### src/rtl/cmp_stream_tracker.sv
`default_nettype none
// ============================================================================
// Module   : cmp_stream_tracker
// Purpose  : Streaming consumer placed after a 4-bit magnitude comparator.
//            Registers each qualified sample with its Eq/Gt/Sm flags and
//            keeps running max/min, saturating per-outcome counts, a
//            hysteretic over-threshold alarm and a sticky illegal-flag error.
// Ports    : clk, rst (sync, active-high), clear (sync soft clear)
//            in_valid, in_data[3:0], eq, gt, sm       -- sample + flags
//            max_val[3:0], min_val[3:0]               -- running extremes
//            gt_cnt, eq_cnt, sm_cnt [CNT_W-1:0]       -- outcome counts
//            alarm, out_valid, err                    -- status
// Revision : 1.0 - initial release
// ============================================================================
module cmp_stream_tracker #(
   parameter int CNT_W   = 8,
   parameter int RUN_LEN = 3
) (
   input  logic             clk,
   input  logic             rst,
   input  logic             clear,
   input  logic             in_valid,
   input  logic [3:0]       in_data,
   input  logic             eq,
   input  logic             gt,
   input  logic             sm,
   output logic [3:0]       max_val,
   output logic [3:0]       min_val,
   output logic [CNT_W-1:0] gt_cnt,
   output logic [CNT_W-1:0] eq_cnt,
   output logic [CNT_W-1:0] sm_cnt,
   output logic             alarm,
   output logic             out_valid,
   output logic             err
);

   typedef enum logic [1:0] {
      S_IDLE  = 2'd0,
      S_TRACK = 2'd1,
      S_ALARM = 2'd2
   } state_t;

   localparam logic [3:0]       C_RUN_LEN = 4'(RUN_LEN);
   localparam logic [CNT_W-1:0] C_CNT_MAX = '1;
   localparam logic [CNT_W-1:0] C_CNT_ONE = CNT_W'(1);

   state_t           state_q, state_d;
   logic [3:0]       run_q, run_d;
   logic [3:0]       max_q, max_d;
   logic [3:0]       min_q, min_d;
   logic [CNT_W-1:0] gt_cnt_q, gt_cnt_d;
   logic [CNT_W-1:0] eq_cnt_q, eq_cnt_d;
   logic [CNT_W-1:0] sm_cnt_q, sm_cnt_d;
   logic             valid_q, valid_d;
   logic             alarm_q, alarm_d;
   logic             err_q, err_d;

   logic w_onehot;
   logic w_accept;
   logic w_reject;

   assign w_onehot = (eq & ~gt & ~sm) | (~eq & gt & ~sm) | (~eq & ~gt & sm);
   assign w_accept = in_valid & ~clear & w_onehot;
   assign w_reject = in_valid & ~clear & ~w_onehot;

   always_comb begin
      state_d  = state_q;
      run_d    = run_q;
      max_d    = max_q;
      min_d    = min_q;
      gt_cnt_d = gt_cnt_q;
      eq_cnt_d = eq_cnt_q;
      sm_cnt_d = sm_cnt_q;
      valid_d  = 1'b0;
      err_d    = err_q;

      if (clear) begin
         state_d  = S_IDLE;
         run_d    = 4'd0;
         max_d    = 4'd0;
         min_d    = 4'd0;
         gt_cnt_d = '0;
         eq_cnt_d = '0;
         sm_cnt_d = '0;
         err_d    = 1'b0;
      end else begin
         if (w_reject) begin
            err_d = 1'b1;
         end
         if (w_accept) begin
            valid_d = 1'b1;

            // IDLE means nothing accepted yet, so the first sample loads
            // both extremes regardless of the zeroed reset values.
            if (state_q == S_IDLE) begin
               max_d = in_data;
               min_d = in_data;
            end else begin
               if (in_data > max_q) max_d = in_data;
               if (in_data < min_q) min_d = in_data;
            end

            if (gt && gt_cnt_q != C_CNT_MAX) gt_cnt_d = gt_cnt_q + C_CNT_ONE;
            if (eq && eq_cnt_q != C_CNT_MAX) eq_cnt_d = eq_cnt_q + C_CNT_ONE;
            if (sm && sm_cnt_q != C_CNT_MAX) sm_cnt_d = sm_cnt_q + C_CNT_ONE;

            if (gt) begin
               run_d = (run_q == C_RUN_LEN) ? run_q : run_q + 4'd1;
            end else begin
               run_d = 4'd0;
            end

            // Hysteresis: once in ALARM only a strictly-below sample leaves.
            case (state_q)
               S_ALARM: state_d = sm ? S_TRACK : S_ALARM;
               default: state_d = (gt && run_d == C_RUN_LEN) ? S_ALARM : S_TRACK;
            endcase
         end
      end

      alarm_d = (state_d == S_ALARM);
   end

   always_ff @(posedge clk) begin
      if (rst) begin
         state_q  <= S_IDLE;
         run_q    <= 4'd0;
         max_q    <= 4'd0;
         min_q    <= 4'd0;
         gt_cnt_q <= '0;
         eq_cnt_q <= '0;
         sm_cnt_q <= '0;
         valid_q  <= 1'b0;
         alarm_q  <= 1'b0;
         err_q    <= 1'b0;
      end else begin
         state_q  <= state_d;
         run_q    <= run_d;
         max_q    <= max_d;
         min_q    <= min_d;
         gt_cnt_q <= gt_cnt_d;
         eq_cnt_q <= eq_cnt_d;
         sm_cnt_q <= sm_cnt_d;
         valid_q  <= valid_d;
         alarm_q  <= alarm_d;
         err_q    <= err_d;
      end
   end

   assign max_val   = max_q;
   assign min_val   = min_q;
   assign gt_cnt    = gt_cnt_q;
   assign eq_cnt    = eq_cnt_q;
   assign sm_cnt    = sm_cnt_q;
   assign alarm     = alarm_q;
   assign out_valid = valid_q;
   assign err       = err_q;

endmodule
`default_nettype wire
### config.mk
export PLATFORM = sky130hd
export DESIGN_NAME = cmp_stream_tracker
export DESIGN_NICKNAME = d
export VERILOG_FILES = /design/src/rtl/cmp_stream_tracker.sv
export SDC_FILE = /design/constraint.sdc
export NUM_CORES = 1
export LEC_CHECK = 0
export ABC_CLOCK_PERIOD_IN_PS = 4800
export CAP_MARGIN = 20
export CORE_ASPECT_RATIO = 1.2
export CORE_MARGIN = 10
export CORE_UTILIZATION = 54
export DETAILED_ROUTE_END_ITERATION = 10
export PLACE_DENSITY = 0.84
export REMOVE_ABC_BUFFERS = 1
export SYNTH_ARGS = -nofsm -noshare
export SYNTH_HDL_FRONTEND = slang
export SYNTH_SLANG_ARGS = --single-unit
### constraint.sdc
create_clock -name clk -period 4.8 [get_ports clk]
set_clock_uncertainty 0.2 [all_clocks]
set_input_delay 0.96 -clock clk [delete_from_list [all_inputs] [get_ports clk]]
set_output_delay 0.96 -clock clk [all_outputs]
set_load 0.05 [all_outputs]
# After elaboration in Yosys (flattened, before gate mapping)
# Cells that the tools add are included.
# totals
register_bits,41
inputBits,11
word_cells,66
out_inout_bits,35
# classes
bitwise,16
n_addsub,4
mux,14
n_eq_ne,7
order_cmp,2
n_reduce_logical,13
# ops
operator,n
$mux W4,8
$add A8 B1 Y8 const B,3
$ne A8 B8 Y1 const B,3
$mux W2,5
$reduce_and A2 Y1,5
$and A1 B1 Y1,9
$eq A4 B2 Y1 const B,2
$not A1 Y1,5
$add A4 B1 Y4 const B,1
$eq A2 B2 Y1 const B,2
$gt A4 B4 Y1,1
$logic_and A1 B1 Y1,4
$lt A4 B4 Y1,1
$reduce_bool A2 Y1,2
$logic_not A2 Y1,1
$or A1 B1 Y1,2
$reduce_or A2 Y1,1
$mux W1,1

# Longest topological paths before layout
# Gate-level depths: netlist of run 1.
# logic_depth
ltp_word,15
depth_mapped,6
mapped_depth_nobuf,6

# Least setup slack after synthesis of run 1
# No wires, ideal clock.
# synth_path
path_type,input -> register
from,input gt
to,register state_q[0]
path_buffers,1
path_slack_ps,2383
cell_stages,5
required_time_ps,4484
t_arrival_ps,2101
setup_time_ps,116
path_cell_list,buf_4 -> nor2b_1 -> nand2_1 -> or4b_4 -> o211a_1
# synth_between
elab_chain_cells,9
word_cells_on_any_way,19
classes_between,1 x eq/ne; 7 x mux; 10 x bitwise; 1 x reduce/logical
# synth_lines
item,line,source
from (decl),25,"input logic gt,"
$mux W4,107,if (gt) begin
$mux W4,90,if (w_accept) begin
$mux W4,77,if (clear) begin
$eq A4 B2 Y1,116,default: state_d = (gt && run_d == C_RUN_LEN) ? S_ALARM : S_TRACK;
$logic_and A1 B1 Y1,116,
$mux W2,116,
$mux W2,114,case (state_q)
$mux W2 *,90,
$mux W2 *,77,
to (signal assigned),137,state_q <= state_d;
to (decl),47,"state_t state_q, state_d;"
# Every way passes the cells marked *; elsewhere a longest branch is shown, timed or not. The select of a mux whose other input is x is not followed.
# A chain may end at the register's enable or synchronous reset.

# Worst setup path after layout of run 1
# Ends and elaborated chain as after synthesis.

==> summary.md, run 1 <==
| Metric | Value |
|---|---|
| Power share of the clock group | 35.6% |
| Area delta synth->final | 26.6% |
| Final period utilization | 59.5% |
| Via count of the first global-routing pass | 1972 |
| Post-DP HPWL | 3840 µm |
| Max-slew headroom | 64.0% |
| Final setup viols | 0 |
| #FFs+latches synth | 41 |
| Fin cells | 350 |
| Worst Tran Pin Value | 538 ps |
| Sw frac | 24.7% |
| Final hold vios | 0 |
| Post-CTS setup buffer count | 0 |
| WL per Instance | 14.8 µm |
| Routed WL | 5180 µm |
| Vias per cell | 5.89 |
| Pwr/cell area | 227 nW/µm² |
| Final ANT Viol Nets | 0 |
| Wire length of the first global-routing pass | 8550 µm |
| Final min period | 2860 ps |
| Fin util | 70.1% |
| CTS H-Tree Depth | 2 |
| Switch Pwr | 0.154 mW |
| Antenna violations before repair | 0 |
| Die Area | 6950 µm² |
| Clk buf depth | 2 |
| Die Ht | 89.4 µm |
| Critical path required time | 4790 ps |
| Core ar. | 3910 µm² |
| Fill count | 320 |
| Hold Crit Class | reg2reg |
| Post-synth EDFFs | 0 |
| Status | finished, final reports clean |
| Chip width | 77.8 µm |
| Drt pass-1 iters | 6 |
| Crit end category | flop |
| Ys Warns | 0 |
| Final GP Congestion | 0.849 |
| Iter 0 DRT Violations | 87 |
| Largest net degree at the start of global routing | 29 |
| Synth Flop Type | dfxtp_1 |
| Clock-pin slew on the worst setup and hold paths | 80 ps |
| DRC violation count after routing | 0 |
| # diodes | 0 |
| Number of I/O pins | 46 |
| Mapped Cells | 249 |
| Max-slew violation count | 0 |
| Combinational share of power | 9.1% |
| Leak pwr | 0.933 nW |
| Worst-skew pair later-pin latency | 300 ps |
| Hold Crit Depth | 2 |
| Buffers on Ports | 45 |
| Cts hold-fix bufs | 0 |
| Layout cells sized above 1 | 5.74% |
| WP data arrival | 2840 ps |
| Worst Reg-to-Reg Cells | 5 |
| CP Max Fanout | 9 |
| Max Freq | 350 MHz |
| Sink Count | 41 |
| Register area share after synthesis | 37.9% |
| Critical path type | in2reg |
| Worst Setup Start Kind | primary input |
| Avg Inst Size Synth | 8.70 µm² |
| Total gr overflow | 0 |
| Initial core utilization | 55.4% |
| FF-to-FF setup slack | 2630 ps |
| Num CTS Buffers | 5 |
| Register share of total power | 55.3% |
| CTS root buf | clkbuf_8 |
| # rows | 25 |
| VDD IR-drop max | 140 µV |
| Vias post-DR | 2063 |
| Final layout net count | 317 |
| Max capacitance violation total | 0 |
| Yosys cell types | 45 |
| Dpl cells | 342 |
| Total negative slack | 0 ps |
| TritonCTS clock tree | done |
| Async SR Flop Fraction | 0% |
| Total GRT Usage | 15.0% |
| CTS resizes | 0 |
| Total internal power | 0.468 mW |
| Cell area after synthesis | 2170 µm² |
| RSZ-0062 raised after global routing | no |
-- layout by cell type, fill, tap and decap left out, types with 2 or more instances in the layout --
master           count
a21oi_1             18
a31oi_1              2
and2_1               2
and3_1               4
and4_1               2
clkbuf_1             3
clkbuf_8             5
clkdlybuf4s50_1     45
dfxtp_1             41
ha_1                11
inv_1               14
mux2i_1             11
nand2_1             30
nand3_1             10
nand4_1              5
nor2_1              16
nor2b_1              4
nor3_1               3
nor3b_1              2
nor3b_4              2
o211ai_1             5
o21a_1               2
o21ai_0             12
o221a_2              2
o311ai_0             4
o31ai_1              6
o41ai_1              5
or3_1                7
or4_1                4
xor2_1               2
-- cells in the mapped netlist (3+ instances only) --
library cell | instances | area (µm²)
inv_1 | 14 | 52.6
dfxtp_1 | 41 | 821
or3_1 | 7 | 43.8
o211ai_1 | 5 | 37.5
o41ai_1 | 5 | 43.8
a21oi_1 | 18 | 90.1
nor2_1 | 16 | 60.1
nand2_1 | 30 | 113
nor2b_1 | 4 | 25.0
o21ai_0 | 12 | 60.1
o31ai_1 | 6 | 45.0
ha_1 | 11 | 138
nor3_1 | 3 | 15.0
o311ai_0 | 4 | 35.0
mux2i_1 | 11 | 110
or4_1 | 4 | 30.0
nand4_1 | 5 | 31.3
and3_1 | 4 | 25.0
clkbuf_1 | 6 | 22.5
nand3_1 | 10 | 50.1
-- logic make-up after synthesis --
| group | after synthesis | share of synthesized area, % |
|---|---|---|
| simple gates | 96 | 24.3 |
| flops | 41 | 37.9 |
| buf+inv | 21 | 3.81 |
| mux | 11 | 5.08 |
| fa+ha+maj | 11 | 6.35 |
| xor+xnor | 3 | 1.21 |
| compound gates | 66 | 21.3 |
-- per-stage QoR --
stage	setup WS, ps	instance area, µm²	hold slack (ps)	power, mW
floorplan	2320	2140	274	0.384
global placement	1740	2660	260	0.407
detailed placement	1650	2660	266	0.408
CTS	1960	2740	276	0.625
global route	1830	2740	308	0.643
finish	1940	2740	274	0.621
-- registers in the layout, summed over array words and instances (netlist names) --
| signal | count |
|---|---|
| eq_cnt | 8 |
| gt_cnt | 8 |
| sm_cnt | 8 |
| max_val | 4 |
| min_val | 4 |
| run_q | 4 |
| state_q | 2 |
| alarm | 1 |
| err | 1 |
| out_valid | 1 |
-- layer usage --
metal	global-route usage, %	up-vias	part of all wire, %
met5	0	-	0
met4	5.81	0	1.7
met3	6.24	8	6.7
met2	29.1	50	52
met1	13.6	984	40
li1	-	1021	-
-- worst paths after layout --
| check | start | endpoint |
|---|---|---|
| setup reg to reg | run_q[0] | state_q[0] |
| hold / removal | max_val[3] | max_val[3] |
| setup / recovery | gt | state_q[0] |
| hold reg to reg | max_val[3] | max_val[3] |
-- worst max-delay path: stages --
cell and delay, ps:
clkdlybuf4s50_1 690, nor2b_1 300, nand2_1 180, or4b_4 570, o211a_1 140
-- final cells by class --
cell class                 count  area, µm²  area share (%)
clock buffer                   8       80.1            2.92
inverter                      14       52.6            1.92
multi-input combinational    187       1260            46.1
sequential                    41        821            29.9
tap                           54       67.6            2.46
timing repair buffer          46        458            16.7
-- power by group through the flow --
stage	Combinational, mW	Sequential [mW]	Clock (mW)
6_report	0.0567	0.343	0.221
3_3_place_gp	0.0554	0.351	0
5_1_grt	0.0620	0.344	0.237
2_1_floorplan	0.0263	0.357	0
4_1_cts	0.0573	0.343	0.224
3_5_place_dp	0.0569	0.351	0
Power figures use the tool's default switching activity.
==> inputs of run 2 (changes only) <==
--- a/config.mk
+++ b/config.mk
@@ -5,13 +5,13 @@
 export SDC_FILE = /design/constraint.sdc
 export NUM_CORES = 1
 export LEC_CHECK = 0
-export ABC_CLOCK_PERIOD_IN_PS = 4800
+export ABC_CLOCK_PERIOD_IN_PS = 2620
 export CAP_MARGIN = 20
 export CORE_ASPECT_RATIO = 1.2
 export CORE_MARGIN = 10
-export CORE_UTILIZATION = 54
+export CORE_UTILIZATION = 46
 export DETAILED_ROUTE_END_ITERATION = 10
-export PLACE_DENSITY = 0.84
+export PLACE_DENSITY = 0.76
 export REMOVE_ABC_BUFFERS = 1
 export SYNTH_ARGS = -nofsm -noshare
 export SYNTH_HDL_FRONTEND = slang
==> constraint.sdc (replaced) <==
create_clock -name clk -period 2.62 [get_ports clk]
set_clock_uncertainty 0.2 [all_clocks]
set_input_delay 0.524 -clock clk [delete_from_list [all_inputs] [get_ports clk]]
set_output_delay 0.524 -clock clk [all_outputs]
set_load 0.05 [all_outputs]
==> summary.md, run 2 (same netlist as run 1, synthesis figures left out) <==
| Metric | Value |
|---|---|
| Initial core utilization | 47.5% |
| Most common cell after layout, fill and taps aside | clkdlybuf4s50_1 |
| Critical-path cell list | clkdlybuf4s50_1 |
| Worst Tran Pin Value | 542 ps |
| Met3 WL | 358 µm |
| Largest stage delay, worst path | 870 ps |
| Max capacitance violation total | 0 |
| Worst-skew pair later-pin latency | 300 ps |
| Antenna violations before repair | 0 |
| Vias post-DR | 2046 |
| Total negative slack | 0 ps |
| Max-slew violation count | 0 |
| FF-to-FF setup slack | 430 ps |
| Crit end category | primary output |
| Commonest cells after routing, fill and taps aside | clkdlybuf4s50_1 (45), dfxtp_1 (41), nand2_1 (30) |
| Sink Count | 41 |
| Hold EP | min_val[0] |
| Final period utilization | 89.6% |
| CTS H-Tree Depth | 2 |
| Num CTS Buffers | 5 |
| Crit-path leading delay family | buffers and inverters |
| Post-DP HPWL | 4050 µm |
| Post-CTS setup buffer count | 0 |
| Buffers on Ports | 45 |
| Chip width | 82.6 µm |
| Layout cells sized above 1 | 9.80% |
| WL met2 | 2620 µm |
| VDD IR-drop max | 266 µV |
| Cts hold-fix bufs | 0 |
| Overall Power | 1.25 mW |
| Max Freq | 426 MHz |
| # rows | 27 |
| Area delta synth->final | 31.7% |
| Vias per cell | 5.62 |
| Die Area | 7860 µm² |
| CTS resizes | 0 |
| Routed WL | 5280 µm |
| Hold Crit Class | reg2reg |
| Via count of the first global-routing pass | 1947 |
| Hold path start | min_val[0] |
| Wire length of the first global-routing pass | 8670 µm |
| Clock-pin slew on the worst setup and hold paths | 80 ps |
| Uppermost routed layer | met4 |
| Max-slew headroom | 63.7% |
| Clk buf depth | 2 |
| # diodes | 0 |
| Worst Setup Start Kind | flop |
| Largest net degree at the start of global routing | 24 |
| Final min period | 2350 ps |
| Crit-path slowest cell | clkdlybuf4s50_1 |
| Number of I/O pins | 46 |
| Die Ht | 95.2 µm |
| Wl on met1 | 2220 µm |
| R2r endpoint | alarm |
| Drt pass-1 iters | 4 |
| Worst setup margin | 272 ps |
| RSZ-0062 raised after global routing | no |
| Reg2Reg Launch Point | run_q[0] |
| WL per Instance | 14.5 µm |
| Final setup viols | 0 |
| Final layout net count | 328 |
| Total gr overflow | 0 |
| Iter 0 DRT Violations | 94 |
| DRC violation count after routing | 0 |
| TritonCTS clock tree | done |
| Status | finished, final reports clean |
| Critical path type | reg2out |
| Total GRT Usage | 13.6% |
| Final ANT Viol Nets | 0 |
| Pwr/cell area | 437 nW/µm² |
| Hold Crit Depth | 2 |
| CP Max Fanout | 9 |
| Final GP Congestion | 0.802 |
| Pre-CTS WS | 91.4 ps |
| Final hold vios | 0 |
| Critical path required time | 1900 ps |
| Worst Reg-to-Reg Cells | 5 |
| WP data arrival | 1620 ps |
| Leak pwr | 1.00 nW |
| WP buf/inv | 1 |
| Core ar. | 4560 µm² |
| CTS root buf | clkbuf_8 |
[run 2: changes by cell type in the layout (fill, tap and decap cells not counted)]
cell | previous run | this run
clkinv_2 | 0 | 1
buf_4 | 1 | 12
clkbuf_1 | 3 | 0
bufinv_16 | 0 | 1
[run 2: stage by stage]
stage	instance area (µm²)	cells	hold slack, ps	utilization (%)
detailed placement	2750	357	268	60.3
finish	2850	364	274	62.6
CTS	2850	364	282	62.6
global route	2850	364	306	62.6
floorplan	2140	242	274	-
global placement	2750	357	258	60.3
[run 2: how the worst max path moves through the flow]
stage	from	endpoint	slack, ps	cells past startpoint
5_1_grt	sm_cnt[3]	sm_cnt[3]	210	1
3_3_place_gp	gt	sm_cnt[4]	140	6
4_1_cts	sm_cnt[3]	sm_cnt[3]	260	1
2_1_floorplan	gt_cnt[0]	gt_cnt[1]	570	5
3_5_place_dp	sm	state_q[0]	90	5
6_report	sm_cnt[3]	sm_cnt[3]	270	1
[run 2: final cells by class]
cell class	count	area (µm²)
inverter	14	52.6
fill	417	1710
tap	58	72.6
clock buffer	5	68.8
timing repair buffer	57	541
sequential	41	821
clock inverter	2	35.0
multi-input combinational	187	1260
[run 2: tightest hold or removal path: cells and delay by family (launching register included)]
family / cells / cell delay [ps]
multiplexers: 1 / 50
flip-flops: 1 / 320
AND/OR/NAND/NOR: 1 / 50
[run 2: layer usage]
metal | vias to the layer above | GRT usage, %
li1 | 1047 | -
met1 | 940 | 15.0
met2 | 46 | 23.3
met3 | 13 | 4.43
met4 | 0 | 5.31
met5 | - | 0
[run 2: power breakdown]
group | internal [mW] | total (mW) | switching (mW)
combinational | 0.0492 | 0.114 | 0.0651
clock | 0.277 | 0.503 | 0.226
sequential | 0.626 | 0.629 | 0.00287
total | 0.953 | 1.25 | 0.294
